==> config.mk <==
export PLATFORM = sky130hd
export DESIGN_NAME = axis_demux_flat
export DESIGN_NICKNAME = d
export VERILOG_FILES = /design/src/rtl/axis_demux_if.sv /design/src/rtl/axis_demux.sv /design/src/flat_wrapper.sv
export SDC_FILE = /design/constraint.sdc
export NUM_CORES = 1
export LEC_CHECK = 0
export CAP_MARGIN = 20
export CELL_PAD_IN_SITES_DETAIL_PLACEMENT = 1
export CELL_PAD_IN_SITES_GLOBAL_PLACEMENT = 2
export CORE_MARGIN = 4
export CORE_UTILIZATION = 34
export DETAILED_ROUTE_END_ITERATION = 8
export PLACE_DENSITY = 0.9
export SETUP_SLACK_MARGIN = 0.4
export SKIP_LAST_GASP = 1
export SLEW_MARGIN = 10
export SYNTH_ARGS = -nofsm -noshare
export SYNTH_HDL_FRONTEND = slang
export SYNTH_SLANG_ARGS = --single-unit
export TNS_END_PERCENT = 5
==> constraint.sdc <==
create_clock -name axis_aclk -period 4.09 [get_ports axis_aclk]
set_input_delay 0.409 -clock axis_aclk [delete_from_list [all_inputs] [get_ports axis_aclk]]
set_output_delay 0.409 -clock axis_aclk [all_outputs]
set_load 0.01 [all_outputs]
==> src/rtl/axis_demux_if.sv <==
// AXI-Stream link carrying a one-bit destination sideband.
interface axis_demux_if #(
   parameter int DATA_WIDTH = 32
);
   logic [DATA_WIDTH-1:0] tdata;
   logic                  tvalid;
   logic                  tready;
   logic                  tlast;
   logic                  tdest;

   modport master (output tdata, tvalid, tlast, tdest, input tready);
   modport slave  (input tdata, tvalid, tlast, tdest, output tready);
endinterface

==> src/rtl/axis_demux.sv <==
// 1-to-2 AXI-Stream packet demux with a 2-entry elastic buffer and a route locked per packet.
module axis_demux #(
   parameter int DATA_WIDTH = 32,
   parameter int CNT_WIDTH  = 16
) (
   input  logic                 axis_aclk,
   input  logic                 axis_aresetn,
   axis_demux_if.slave          s_axis,
   axis_demux_if.master         m0_axis,
   axis_demux_if.master         m1_axis,
   output logic [CNT_WIDTH-1:0] pkt_cnt0,
   output logic [CNT_WIDTH-1:0] pkt_cnt1
);
   typedef struct packed {
      logic                  dest;
      logic                  last;
      logic [DATA_WIDTH-1:0] data;
   } entry_t;

   typedef enum logic [1:0] {IDLE, P0, P1} state_t;

   state_t     state, state_nxt;
   entry_t     buf_q [2];
   entry_t     head;
   logic       wr_ptr, rd_ptr;
   logic [1:0] count;
   logic       head_vld, accept, deliver, hs0, hs1, beat_dest;

   // Ready depends only on registered occupancy; the reset term keeps it low while held in reset.
   assign s_axis.tready = (count != 2'd2) && axis_aresetn;
   assign accept        = s_axis.tvalid & s_axis.tready;

   assign head     = buf_q[rd_ptr];
   assign head_vld = (count != 2'd0);

   assign m0_axis.tvalid = head_vld & ~head.dest;
   assign m1_axis.tvalid = head_vld &  head.dest;
   assign m0_axis.tdata  = head.data;
   assign m1_axis.tdata  = head.data;
   assign m0_axis.tlast  = head.last;
   assign m1_axis.tlast  = head.last;
   assign m0_axis.tdest  = 1'b0;
   assign m1_axis.tdest  = 1'b1;

   assign hs0     = m0_axis.tvalid & m0_axis.tready;
   assign hs1     = m1_axis.tvalid & m1_axis.tready;
   assign deliver = hs0 | hs1;

   always_comb begin
      state_nxt = state;
      beat_dest = s_axis.tdest;
      case (state)
         P0:      beat_dest = 1'b0;
         P1:      beat_dest = 1'b1;
         default: ;
      endcase
      if (accept) begin
         if (s_axis.tlast)       state_nxt = IDLE;
         else if (state == IDLE) state_nxt = s_axis.tdest ? P1 : P0;
      end
   end

   always_ff @(posedge axis_aclk or negedge axis_aresetn) begin
      if (!axis_aresetn) begin
         state    <= IDLE;
         wr_ptr   <= 1'b0;
         rd_ptr   <= 1'b0;
         count    <= 2'd0;
         pkt_cnt0 <= '0;
         pkt_cnt1 <= '0;
      end else begin
         state <= state_nxt;
         if (accept)  wr_ptr <= ~wr_ptr;
         if (deliver) rd_ptr <= ~rd_ptr;
         case ({accept, deliver})
            2'b10:   count <= count + 2'd1;
            2'b01:   count <= count - 2'd1;
            default: ;
         endcase
         if (hs0 && head.last) pkt_cnt0 <= pkt_cnt0 + 1'b1;
         if (hs1 && head.last) pkt_cnt1 <= pkt_cnt1 + 1'b1;
      end
   end

   // Payload storage needs no reset; occupancy alone decides what is valid.
   always_ff @(posedge axis_aclk) begin
      if (accept) buf_q[wr_ptr] <= '{dest: beat_dest, last: s_axis.tlast, data: s_axis.tdata};
   end
endmodule

==> src/flat_wrapper.sv <==
// flat-port wrapper written by rule: the top's interface ports become plain ports
module axis_demux_flat 
#(
   parameter int DATA_WIDTH = 32,
   parameter int CNT_WIDTH  = 16
)
  (axis_aclk, axis_aresetn, pkt_cnt0, pkt_cnt1, s_axis_tdata, s_axis_tvalid, s_axis_tlast, s_axis_tdest, s_axis_tready, m0_axis_tdata, m0_axis_tvalid, m0_axis_tlast, m0_axis_tdest, m0_axis_tready, m1_axis_tdata, m1_axis_tvalid, m1_axis_tlast, m1_axis_tdest, m1_axis_tready);
  axis_demux_if #(.DATA_WIDTH(DATA_WIDTH)) s_axis_i ();
  axis_demux_if #(.DATA_WIDTH(DATA_WIDTH)) m0_axis_i ();
  axis_demux_if #(.DATA_WIDTH(DATA_WIDTH)) m1_axis_i ();
  input  logic axis_aclk;
  input  logic axis_aresetn;
  output logic [CNT_WIDTH-1:0] pkt_cnt0;
  output logic [CNT_WIDTH-1:0] pkt_cnt1;
  input wire logic [$bits(s_axis_i.tdata)-1:0] s_axis_tdata;
  input wire logic [$bits(s_axis_i.tvalid)-1:0] s_axis_tvalid;
  input wire logic [$bits(s_axis_i.tlast)-1:0] s_axis_tlast;
  input wire logic [$bits(s_axis_i.tdest)-1:0] s_axis_tdest;
  output wire logic [$bits(s_axis_i.tready)-1:0] s_axis_tready;
  output wire logic [$bits(m0_axis_i.tdata)-1:0] m0_axis_tdata;
  output wire logic [$bits(m0_axis_i.tvalid)-1:0] m0_axis_tvalid;
  output wire logic [$bits(m0_axis_i.tlast)-1:0] m0_axis_tlast;
  output wire logic [$bits(m0_axis_i.tdest)-1:0] m0_axis_tdest;
  input wire logic [$bits(m0_axis_i.tready)-1:0] m0_axis_tready;
  output wire logic [$bits(m1_axis_i.tdata)-1:0] m1_axis_tdata;
  output wire logic [$bits(m1_axis_i.tvalid)-1:0] m1_axis_tvalid;
  output wire logic [$bits(m1_axis_i.tlast)-1:0] m1_axis_tlast;
  output wire logic [$bits(m1_axis_i.tdest)-1:0] m1_axis_tdest;
  input wire logic [$bits(m1_axis_i.tready)-1:0] m1_axis_tready;
  assign s_axis_i.tdata = s_axis_tdata;
  assign s_axis_i.tvalid = s_axis_tvalid;
  assign s_axis_i.tlast = s_axis_tlast;
  assign s_axis_i.tdest = s_axis_tdest;
  assign s_axis_tready = s_axis_i.tready;
  assign m0_axis_tdata = m0_axis_i.tdata;
  assign m0_axis_tvalid = m0_axis_i.tvalid;
  assign m0_axis_tlast = m0_axis_i.tlast;
  assign m0_axis_tdest = m0_axis_i.tdest;
  assign m0_axis_i.tready = m0_axis_tready;
  assign m1_axis_tdata = m1_axis_i.tdata;
  assign m1_axis_tvalid = m1_axis_i.tvalid;
  assign m1_axis_tlast = m1_axis_i.tlast;
  assign m1_axis_tdest = m1_axis_i.tdest;
  assign m1_axis_i.tready = m1_axis_tready;
  axis_demux #(.DATA_WIDTH(DATA_WIDTH), .CNT_WIDTH(CNT_WIDTH)) u_core (.axis_aclk(axis_aclk), .axis_aresetn(axis_aresetn), .s_axis(s_axis_i), .m0_axis(m0_axis_i), .m1_axis(m1_axis_i), .pkt_cnt0(pkt_cnt0), .pkt_cnt1(pkt_cnt1));
endmodule
# Word level (Yosys, flattened, before mapping)
# Memories as Yosys holds them, arrays and structs flattened.
# Index checks and enable logic that the tools add are counted.
word_totals:
  register_bits: 38
  ramBits: 68
  inputBits: 39
  output_inout_bits: 103
  elab_cells: 40
  mem_count: 1
classes:
  addsub: 4
  eq_ne: 5
  muxes: 7
  bitwise: 9
  reduce_logical: 8
memory_table:
  columns: ["memory", "depth", "word_bits", "rd", "rd_clocked_by_memory_dff", "wr", "line_no", "text"]
  rows:
  - ["u_core.buf_q", 2, 34, 1, 0, 1, "axis_demux.sv:23", "entry_t buf_q [2];"]
ops:
  columns: ["operator", "n"]
  rows:
  - ["$add A16 B1 Y16 const B", 2]
  - ["$mux W2", 3]
  - ["$reduce_bool A2 Y1", 3]
  - ["$and A1 B1 Y1", 5]
  - ["$eq A2 B1 Y1 const B", 2]
  - ["$eq A2 B2 Y1 const B", 2]
  - ["$pmux W2 S2", 1]
  - ["$logic_and A1 B1 Y1", 3]
  - ["$not A1 Y1", 3]
  - ["$add A2 B1 Y2 const B", 1]
  - ["$logic_not A2 Y1", 1]
  - ["$mux W1", 2]
  - ["$ne A2 B2 Y1 const B", 1]
  - ["$pmux W1 S2", 1]
  - ["$reduce_and A2 Y1", 1]
  - ["$sub A2 B1 Y2 const B", 1]
  - ["$or A1 B1 Y1", 1]

# Longest topological paths before layout
# Gate-level depths: netlist of run 1.
# An unclocked memory read counts as a cell.
depth:
  ltp_word: 7
  depth_mapped: 8
  ltp_nobuf: 7

# Worst setup path after synthesis of run 1
# No wires, ideal clock.
synth_path:
  path_kind: "register to register"
  from: "register u_core.count[0]"
  to: "memory u_core.buf_q[0][0] in the netlist's numbering (enable)"
  setup_ps: 425
  t_arrival_ps: 2125
  t_required_ps: 3665
  path_slack_ps: 1539
  stages_incl_launch_ff: 4
  n_path_buf: 1
  synth_period_minus_slack_ps: 2551
  path_cell_list: "dfrtp_1 -> buf_2 -> o211ai_1 -> nor2_1"
synth_between:
  elab_chain_cells: 5
synth_lines:
  columns: ["element", "line_no", "text"]
  rows:
  - ["start, declared", "axis_demux.sv:26", "logic [1:0] count;"]
  - ["start signal, assigned", "axis_demux.sv:76", "2'b10: count <= count + 2'd1;"]
  - ["start signal, assigned", "axis_demux.sv:77", "2'b01: count <= count - 2'd1;"]
  - ["$ne A2 B2 Y1", "axis_demux.sv:30", "assign s_axis.tready = (count != 2'd2) && axis_aresetn;"]
  - ["$logic_and A1 B1 Y1", "axis_demux.sv:30", null]
  - ["$and A1 B1 Y1", "axis_demux.sv:31", "assign accept = s_axis.tvalid & s_axis.tready;"]
  - ["$mux W1", "axis_demux.sv:87", "if (accept) buf_q[wr_ptr] <= '{dest: beat_dest, last: s_axis.tlast, data: s_axis.tdata};"]
  - ["$mux W1 (implied by the code)", "axis_demux.sv:87", null]
  - ["end, declared", "axis_demux.sv:23", null]
# No other way between the ends.

# Worst setup path after layout of run 1
layout_path:
  from: "register u_core.rd_ptr"
  to: "output port m1_axis_tvalid"
layout_between:
  elab_chain_cells: 2
layout_lines:
  columns: ["element", "line_no", "text"]
  rows:
  - ["start, declared", "axis_demux.sv:25", "logic wr_ptr, rd_ptr;"]
  - ["start signal, assigned", "axis_demux.sv:74", "if (deliver) rd_ptr <= ~rd_ptr;"]
  - ["$mem_v2 Z2 W34", null, null]
  - ["$and A1 B1 Y1", "axis_demux.sv:37", "assign m1_axis.tvalid = head_vld & head.dest;"]
  - ["end, declared", "flat_wrapper.sv:26", "output wire logic [$bits(m1_axis_i.tvalid)-1:0] m1_axis_tvalid;"]
# No other way between the ends.

==> summary.txt, run 1 <==
Status
  • Status: finished, final reports clean

STA
  • Max frequency: around 350 MHz
  • Final min period: about 2.9 ns
  • Max Slew Vio Count: 0
  • Finish-stage setup viols: 0
  • RSZ-0062 raised after global routing: no
  • Final Skew: ~0.0067 ns
  • Setup_tns: 0 ns
  • Final hold violation count: 0
  • Worst-Margin Slew: ~0.86 ns
  • Relative slew margins: 42.4%
  • Final worst-path cycle share: a little over two thirds

Clock tree
  • Num CTS Buffers: 9
  • CTS Buffer Depth: 2
  • Clk sinks: 106
  • Clock-pin slew on the worst setup and hold paths: ~0.070 ns
  • H-tree depth: 3
  • CTS tree: done
  • Clk root buf: clkbuf_16
  • Post-CTS setup buffers: 0
  • Post-CTS Resized: 0
  • Clock latency on the worst-skew pair: 0.34 ns

Synthesis
  • Synth top area share: ~45%
  • Synth Net Count: 350
  • Synth warnings: 0
  • Share of the yosys chip area belonging to registers: about 66%
  • Netlist Area Pre-Place: approximately 0.0046 sq mm
  • Async S/R FF share, synth: between 30 and 40%
  • Syn Area/Cell: 14.9 sq um
  • Synth area leader: edfxtp_1
  • Unique cell type count in the Yosys netlist: 33
  • Post-synthesis register bit count: 106
  • Top cells by area, synth: edfxtp_1, dfrtp_1, mux2_2
  • Post-synth EDFFs: between 60 and 70
  • Most numerous cell in the Yosys netlist: edfxtp_1
  • Ys flop type: edfxtp_1
  • Commonest cells post-synth: edfxtp_1, dfrtp_1, buf_4
  • Syn Inst Count: 306

Detailed routing
  • Drt wl/cell: between 15 and 20 microns
  • Met1 wire length: between 4000 and 5000 microns
  • Vias/cell: approximately 4.6
  • Initial DRC Count: 52
  • Met2 WL: around 5300 microns
  • DR DRC count: 0
  • Total Routed Length: between 10000 and 15000 microns
  • DR WL met3: 490 microns
  • Top Metal Used: met4
  • Pre-antenna DRT Iters: 4
  • Post-DRT Antenna Nets: 0
  • Vias: 2744

Layout
  • Final #Nets: 460
  • Area Overhead vs Synth: 35.6%
  • Fin area: 0.00619 sq mm
  • Non-filler cells, final: 597
  • Antenna cells: 0
  • Layout cell share with drive strength beyond 1: roughly 15%

Hold path
  • Hold crit path type: in -> async

GRT
  • First-pass GRT wire length: 16100 microns
  • Initial antenna violation count: 0
  • Vias in the first global route: ~3100
  • Largest net degree at the start of global routing: 37
  • Total GRT Usage: roughly 14%
  • Total gr overflow: 0

Critical path
  • WP data arrival: ~2.5 ns
  • Buffers & Inverters on Critical Path: 1
  • Startpoint types: register
  • Crit path kind: reg -> out
  • Max incr delay on CP: 0.92 ns
  • Crit-path leading delay family: flip-flops
  • CP max FO: 36
  • Worst-path cell chain: mux2i_2 -> nor2_1 -> clkdlybuf4s50_1
  • Critical Path Stages: 3
  • Setup crit end kind: output port
  • R2R depth: 5
  • WP data required: 3.68 ns
  • Slowest library cell on the worst path: dfrtp_2

Floorplanning
  • Die ar.: roughly 0.015 sq mm
  • Die height: roughly 120 microns
  • Placement Rows: 42
  • Total core area: about 0.013 sq mm
  • Initial Util: around a third
  • I/O pins: 142
  • Die X: 124 microns

Pwr
  • Sequential share of power: 41.1%
  • Pleak: ~2.3 nW
  • Pint: approximately 2.5 mW
  • Clk network pwr share: around 23%
  • Net Sw Power: around 1.1 mW
  • Sw frac: a little under a third
  • Peak supply drop: 376 uV
  • Pwr Density: about 580 mW/mm^2
  • Combinational share of power: a little over a third

Place
  • Area after DPL: a little under 0.006 sq mm
  • GP Congestion: approximately 0.72
  • Placed cells: 579
  • HPWL after detailed placement: around 7400 microns
  • Port bufs: roughly 140

Job
  • Max_cap viols: 0
[repair_timing]
item	in CTS	in global routing
hold endpoints to repair	4	0
hold buffers	1	0
endpoints found under the setup margin	0	0
[power groups by stage]
stage          sequential (mW)  clock, mW  combinational [mW]
4_1_cts                   1.49      0.846                1.33
3_5_place_dp              1.52          0                1.32
2_1_floorplan             1.42          0               0.828
3_3_place_gp              1.50          0                1.29
5_1_grt                   1.52      0.889                1.41
6_report                  1.49      0.815                1.31
[state kept, by name (all words and copies together) (netlist names)]
signal and cells:
u_core.buf_q 68, u_core.pkt_cnt1 16, u_core.rd_ptr 1, u_core.pkt_cnt0 16
u_core.wr_ptr 1, u_core.state 2, u_core.count 2
[cell usage in the layout (no fill, tap or decap), types with 2 or more instances in the layout]
cell / synthesis / routed
mux2_2: 34 / 34
edfxtp_1: 68 / 68
nand4_1: 15 / 15
xnor2_1: 26 / 26
nand3_1: 10 / 10
inv_1: 4 / 4
clkinv_2: 0 / 3
and2_1: 3 / 3
nor3_1: 3 / 3
dfrtp_1: 38 / 37
and3_1: 8 / 7
ha_1: 5 / 5
clkinv_4: 0 / 2
nor2_1: 11 / 10
nand2_1: 8 / 8
a22o_1: 2 / 2
o21a_1: 2 / 2
mux2i_2: 2 / 2
conb_1: 2 / 2
xor2_1: 9 / 9
clkdlybuf4s50_1: 0 / 138
o21ai_0: 3 / 3
clkbuf_16: 0 / 9
[cell type report]
class / instances / area (sq um)
Clock buffer: 9 / 225
Clock inverter: 7 / 52.6
Tap cell: 176 / 220
Sequential cell: 106 / 2990
Timing Repair Buffer: 142 / 1420
Multi-Input combinational cell: 152 / 1260
Inverter: 5 / 18.8
Fill cell: 1344 / 7000
[metrics by stage]
stage,setup slack (ns),hold WS [ns],util (%),total power [mW]
2_1_floorplan,1.54,0.113,-,2.25
3_3_place_gp,1.60,0.269,44.6,2.79
3_5_place_dp,1.52,0.276,44.6,2.84
4_1_cts,1.13,0.436,46.8,3.67
5_1_grt,1.04,0.446,47.0,3.82
6_report,1.23,0.450,47.0,3.61
[worst paths after layout]
| check | startpoint | end | slack (ns) |
|---|---|---|---|
| worst max register to register | u_core.rd_ptr | u_core.count[1] | 1.67 |
| max in group asynchronous | axis_aresetn | u_core.rd_ptr | 2.92 |
| worst min-delay path | axis_aresetn | u_core.state[1] | 0.45 |
| worst min register to register | u_core.pkt_cnt1[15] | u_core.pkt_cnt1[15] | 0.48 |
| min in group axis_aclk | u_core.pkt_cnt1[15] | u_core.pkt_cnt1[15] | 0.48 |
| worst max-delay path | u_core.rd_ptr | m1_axis_tvalid | 1.23 |
[metal layers]
metal / vias to the layer above / track usage (%)
met5: - / 0
met4: 0 / 6.37
met3: 17 / 3.22
met2: 75 / 23.1
met1: 1361 / 17.0
li1: 1291 / -
[cells by family after synthesis]
| group | after synthesis | synth area share (%) |
|---|---|---|
| AO/OA/AOI/OAI | 9 | 1.37 |
| XOR/XNOR | 35 | 6.71 |
| adder cells (fa/ha/maj) | 5 | 1.37 |
| buffers and inverters | 48 | 7.09 |
| flip-flops | 106 | 65.5 |
| multiplexers | 37 | 9.31 |
| other | 2 | 0.164 |
| AND/OR/NAND/NOR | 64 | 8.46 |
[worst reg2reg max path: cells and delay by family, from the launching register on]
kind	cells	cell delay, ns
fa+ha+maj	1	0.37
flops	1	0.92
mux	1	0.54
xor+xnor	1	0.12
compound gates	1	0.25
simple gates	1	0.14
Note: power is estimated with default switching activity, not from simulation.
==> inputs of run 2 (changes only) <==
--- a/config.mk
+++ b/config.mk
@@ -9,9 +9,9 @@
 export CELL_PAD_IN_SITES_DETAIL_PLACEMENT = 1
 export CELL_PAD_IN_SITES_GLOBAL_PLACEMENT = 2
 export CORE_MARGIN = 4
-export CORE_UTILIZATION = 34
+export CORE_UTILIZATION = 28
 export DETAILED_ROUTE_END_ITERATION = 8
-export PLACE_DENSITY = 0.9
+export PLACE_DENSITY = 0.8
 export SETUP_SLACK_MARGIN = 0.4
 export SKIP_LAST_GASP = 1
 export SLEW_MARGIN = 10
==> constraint.sdc (replaced) <==
create_clock -name axis_aclk -period 2.6 [get_ports axis_aclk]
set_input_delay 0.26 -clock axis_aclk [delete_from_list [all_inputs] [get_ports axis_aclk]]
set_output_delay 0.26 -clock axis_aclk [all_outputs]
set_load 0.01 [all_outputs]
==> run 2 against run 1 <==
Effect of this change:
- clock power increased by 75%
- clock skew shrank 0.0011 ns
- final cell count rose by 7.5%
- worst hold slack lost 0.11 ns
- via count rose by 2.1%
- largest power group is now combinational logic
- worst setup slack got worse by 0.86 ns
- first-iteration DRC count increased to 4.3 times the previous value
- wire length up 4.2%
- combinational power grew 78%
- total power up 67%
- final area grew 3.3%
- critical path depth did not move
==> summary.txt, run 2 (same netlist as run 1, synthesis figures left out) <==
Clock tree
  • Clock latency on the worst-skew pair: 0.34 ns
  • Clock-pin slew on the worst setup and hold paths: 0.07 ns
  • Clk root buf: clkbuf_16
  • H-tree depth: 3
  • CTS Buffer Depth: 2
  • Clk sinks: 106
  • Num CTS Buffers: 9
  • CTS tree: done

Critical path
  • R2r startpoint: u_core.rd_ptr
  • Crit path kind: reg -> out
  • WP data arrival: between 1.5 and 2 ns
  • R2R Setup Slk: ~0.66 ns
  • Startpoint types: register
  • Setup crit end kind: output port
  • CP max FO: 8
  • R2R depth: 6
  • Reg-to-Reg End: u_core.count[1]
  • WP data required: ~2.3 ns

Status
  • Status: finished, final reports clean

Layout
  • Final #Nets: around 470
  • Most flops, register: u_core.buf_q
  • Commonest non-fill, non-tap cell in the layout: clkdlybuf4s50_1
  • Most frequent cells in the layout: clkdlybuf4s50_1, edfxtp_1, dfrtp_1
  • Largest register FFs: between 60 and 70
  • Antenna cells: 0
  • Final core occ: between 40% and 50%
  • Fin area: approximately 0.0064 sq mm
  • Layout cell share with drive strength beyond 1: ~16%
  • Area Overhead vs Synth: 40.1%
  • FILL cells: 1654
  • Regs by FF count: u_core.buf_q x68, u_core.pkt_cnt0 x16, u_core.pkt_cnt1 x16

Floorplanning
  • I/O pins: about 140
  • Placement Rows: 46
  • Die ar.: ~0.018 sq mm
  • Die height: 136 microns
  • Die X: between 100 and 150 microns
  • Initial Util: between 20% and 30%
  • Total core area: about 0.016 sq mm

STA
  • Final Skew: ~0.0056 ns
  • Final min period: about 2.2 ns
  • Max frequency: about 450 MHz
  • Relative slew margins: about 58%
  • Max Slew Vio Count: 0
  • Worst hold margin: approximately 0.34 ns
  • Final worst-path cycle share: 85.7%
  • Worst-Margin Slew: 0.627 ns
  • Setup_tns: 0 ns
  • Finish-stage setup viols: 0
  • RSZ-0062 raised after global routing: yes
  • Final hold violation count: 0

Detailed routing
  • Vias/cell: roughly 4.4
  • Pre-antenna DRT Iters: 4
  • Total Routed Length: 10700 microns
  • Drt wl/cell: about 17 microns
  • Initial DRC Count: 226
  • Vias: about 2800
  • Post-DRT Antenna Nets: 0
  • DR DRC count: 0

Place
  • Area after DPL: 0.00597 sq mm
  • Port bufs: about 140
  • HPWL after detailed placement: 7360 microns
  • GP Congestion: about 0.73

GRT
  • Total gr overflow: 0
  • Total GRT Usage: a little under an eighth
  • First-pass GRT wire length: between 15000 and 20000 microns
  • Initial antenna violation count: 0
  • Largest net degree at the start of global routing: 36
  • Vias in the first global route: slightly below 3000

Pwr
  • Total chip power: roughly 6.0 mW
  • Peak supply drop: 337 uV
  • Pleak: ~2.4 nW
  • Pwr Density: between 900 and 1000 mW/mm^2

Hold path
  • Hold crit path type: in -> async

Job
  • Max_cap viols: 0
-- run 2: through the flow --
| stage | instances | setup slack [ns] |
|---|---|---|
| 6_report | 642 | 0.372 |
| 2_1_floorplan | 306 | 0.605 |
| 4_1_cts | 638 | 0.345 |
| 3_5_place_dp | 622 | 0.507 |
| 3_3_place_gp | 622 | 0.554 |
| 5_1_grt | 642 | 0.302 |
-- run 2: how the worst max path moves through the flow --
stage,from,slack (ns),cells past startpoint,to
6_report,u_core.rd_ptr,0.37,3,m0_axis_tdata[1]
5_1_grt,u_core.rd_ptr,0.30,3,m0_axis_tdata[30]
4_1_cts,u_core.rd_ptr,0.35,3,m1_axis_tdata[25]
3_5_place_dp,u_core.rd_ptr,0.51,3,m1_axis_tdata[25]
3_3_place_gp,u_core.rd_ptr,0.55,3,m1_axis_tdata[25]
2_1_floorplan,u_core.count[0],0.60,3,u_core.buf_q[0][0]
-- run 2: repair_timing --
| item | CTS | global route |
|---|---|---|
| gates resized for setup | 3 | 6 |
| setup buffers | 0 | 1 |
| cloned | 0 | 3 |
| hold buffers | 1 | 0 |
| endpoints found under the setup margin | 65 | 67 |
| pin swaps | 0 | 0 |
| hold endpoints to repair | 3 | 0 |
-- run 2: per-layer routing --
| layer | GRT usage (%) | up-vias | part of all wire, % |
|---|---|---|---|
| li1 | - | 1295 | - |
| met1 | 14.0 | 1430 | 44 |
| met2 | 19.2 | 68 | 51 |
| met3 | 2.41 | 9 | 4.2 |
| met4 | 5.21 | 0 | 1.5 |
| met5 | 0 | - | 0 |
-- run 2: cell type report --
type,count,area [sq um],area share (%)
multi-input combinational,152,1280,20.0
clock inverter,6,82.6,1.29
timing repair buffer,148,1530,23.9
clock buffer,9,225,3.52
sequential,106,3000,46.8
inverter,5,18.8,0.293
tap,216,270,4.22
-- run 2: report_power, final --
part	internal (mW)	switching, mW
clock	0.833	0.592
combinational	1.33	0.998
sequential	2.07	0.203
-- run 2: critical path, stage by stage, from the launching register on --
cell             delay [ns]
dfrtp_4                0.56
clkbuf_16              0.21
mux2_2                 0.35
clkdlybuf4s50_1        0.50
==> inputs of run 3 (changes only) <==
--- a/config.mk
+++ b/config.mk
@@ -7,11 +7,11 @@
 export LEC_CHECK = 0
 export CAP_MARGIN = 20
 export CELL_PAD_IN_SITES_DETAIL_PLACEMENT = 1
-export CELL_PAD_IN_SITES_GLOBAL_PLACEMENT = 2
+export CELL_PAD_IN_SITES_GLOBAL_PLACEMENT = 1
 export CORE_MARGIN = 4
-export CORE_UTILIZATION = 28
+export CORE_UTILIZATION = 34
 export DETAILED_ROUTE_END_ITERATION = 8
-export PLACE_DENSITY = 0.8
+export PLACE_DENSITY = 0.81
 export SETUP_SLACK_MARGIN = 0.4
 export SKIP_LAST_GASP = 1
 export SLEW_MARGIN = 10
==> run 3 against run 2 <==
Effect of this change:
- largest power group unchanged
- maximum frequency is 0.16% lower
- core utilization is 7.6 points higher
- total power is 2.9% lower
- combinational power hardly changed
- highest routed layer unchanged
- worst setup slack worse by 0.0035 ns
- register-to-register slack worse by 0.04 ns
==> summary.txt, run 3 (same netlist as run 1, synthesis figures left out) <==
Status
  • Status: finished, final reports clean

Detailed routing
  • Drt wl/cell: approximately 18 microns
  • Vias/cell: around 4.7
  • Vias: 2850
  • Pre-antenna DRT Iters: 4
  • Initial DRC Count: about 160
  • Post-DRT Antenna Nets: 0
  • Total Routed Length: between 10000 and 15000 microns
  • DR DRC count: 0

Floorplanning
  • I/O pins: roughly 140
  • Placement Rows: between 40 and 50
  • Total core area: approximately 0.013 sq mm
  • Initial Util: approximately 35%
  • Die height: 124 microns
  • Die X: 124 microns
  • Die ar.: approximately 0.015 sq mm

Layout
  • Layout cell share with drive strength beyond 1: approximately 16%
  • Largest register FFs: a little under 70
  • Fin area: 0.00629 sq mm
  • Commonest non-fill, non-tap cell in the layout: clkdlybuf4s50_1
  • Final core occ: a little under half
  • Most flops, register: u_core.buf_q
  • Most frequent cells in the layout: clkdlybuf4s50_1, edfxtp_1, dfrtp_1
  • Regs by FF count: u_core.buf_q x68, u_core.pkt_cnt0 x16, u_core.pkt_cnt1 x16
  • Final #Nets: roughly 470
  • Antenna cells: 0
  • Area Overhead vs Synth: 37.7%

Critical path
  • Slowest library cell on the worst path: dfrtp_4
  • Max incr delay on CP: between 0.5 and 0.6 ns
  • Crit path kind: reg -> out
  • CP max FO: 8
  • Setup crit end kind: output port
  • WP data required: around 2.3 ns
  • Startpoint types: register
  • Worst-path cell chain: clkbuf_16 -> mux2_2 -> clkdlybuf4s50_1
  • WP data arrival: approximately 2.0 ns

Pwr
  • Pleak: ~2.3 nW
  • Peak supply drop: 484 uV
  • Pwr Density: 931 mW/mm^2

Place
  • GP Congestion: between 0.7 and 0.8
  • Area after DPL: ~0.006 sq mm
  • Place WS: between 0.5 and 0.6 ns
  • Port bufs: 139
  • HPWL after detailed placement: roughly 7500 microns

STA
  • RSZ-0062 raised after global routing: yes
  • Setup_tns: 0 ns
  • Final worst-path cycle share: 85.8%
  • Final hold violation count: 0
  • Worst setup margin: about 0.37 ns
  • Final Skew: between 0.003 and 0.004 ns
  • Final min period: about 2.2 ns
  • Finish-stage setup viols: 0
  • Worst-Margin Slew: approximately 0.6 ns
  • Relative slew margins: between 50% and 60%
  • Max Slew Vio Count: 0
  • Max frequency: about 450 MHz

Clock tree
  • Clk root buf: clkbuf_16
  • Clock latency on the worst-skew pair: about 0.34 ns
  • CTS Buffer Depth: 2
  • Clk sinks: approximately 110
  • H-tree depth: 3
  • CTS tree: done
  • Num CTS Buffers: 9
  • Clock-pin slew on the worst setup and hold paths: 0.07 ns

GRT
  • Initial antenna violation count: 0
  • GR Util met3: between 3 and 4%
  • Vias in the first global route: approximately 3000
  • Total gr overflow: 0
  • Met1 GRT Util: about 17%
  • Largest net degree at the start of global routing: 35
  • Met2 global-route usage: around a quarter
  • First-pass GRT wire length: 16100 microns
  • GRT busiest layer: met2
  • Total GRT Usage: between 10% and 20%

Job
  • Max_cap viols: 0

Hold path
  • Hold crit path type: in -> async
run 3: final timing paths:
path / slack [ns] / from / cells past startpoint / endpoint
max: 0.37 / u_core.rd_ptr / 3 / m0_axis_tdata[11]
min: 0.27 / axis_aresetn / 2 / u_core.wr_ptr
max reg2reg: 0.62 / u_core.rd_ptr / 5 / u_core.count[1]
min reg2reg: 0.48 / u_core.pkt_cnt1[15] / 1 / u_core.pkt_cnt1[15]
max in group asynchronous: 1.65 / axis_aresetn / 3 / u_core.pkt_cnt0[1]
min in group axis_aclk: 0.48 / u_core.pkt_cnt1[15] / 1 / u_core.pkt_cnt1[15]
run 3: layout make-up:
cell class,instances,area (sq um)
fillers,1344,6900
flip-flops and latches,106,3000
repair buffers,148,1520
multi-input cells,152,1280
clock buffers,10,229
well taps,176,220
clock inverters,6,33.8
inverters,5,18.8
run 3: repair_timing:
action / 4_1_cts / 5_1_grt
gates resized for setup: 0 / 6
endpoints found under the hold margin: 4 / 0
gates cloned: 0 / 3
setup endpoints to repair: 65 / 67
setup buffers: 0 / 1
hold buffers: 1 / 0
run 3: metal layers:
layer	vias up	part of all wire, %
met1	1458	42
met5	-	0
met2	83	52
li1	1296	-
met4	0	1.4
met3	13	5.1
run 3: worst max-delay path: cells and delay by family, from the launching register on:
family,cells,cell delay [ns]
buffers and inverters,2,0.72
flip-flops,1,0.56
multiplexers,1,0.35
run 3: power breakdown:
part	internal [mW]	total (mW)	switching (mW)
Combinational	1.33	2.34	1.01
Clock	0.641	1.23	0.586
Sequential	2.07	2.29	0.220
run 3: metrics by stage:
stage,std cells,hold slack [ns],power (mW)
after global placement,582,0.0911,4.44
after floorplan,306,-0.0356,3.54
after CTS,599,0.258,5.78
after detailed placement,582,0.0933,4.53
final,603,0.268,5.85
after global routing,603,0.276,6.17
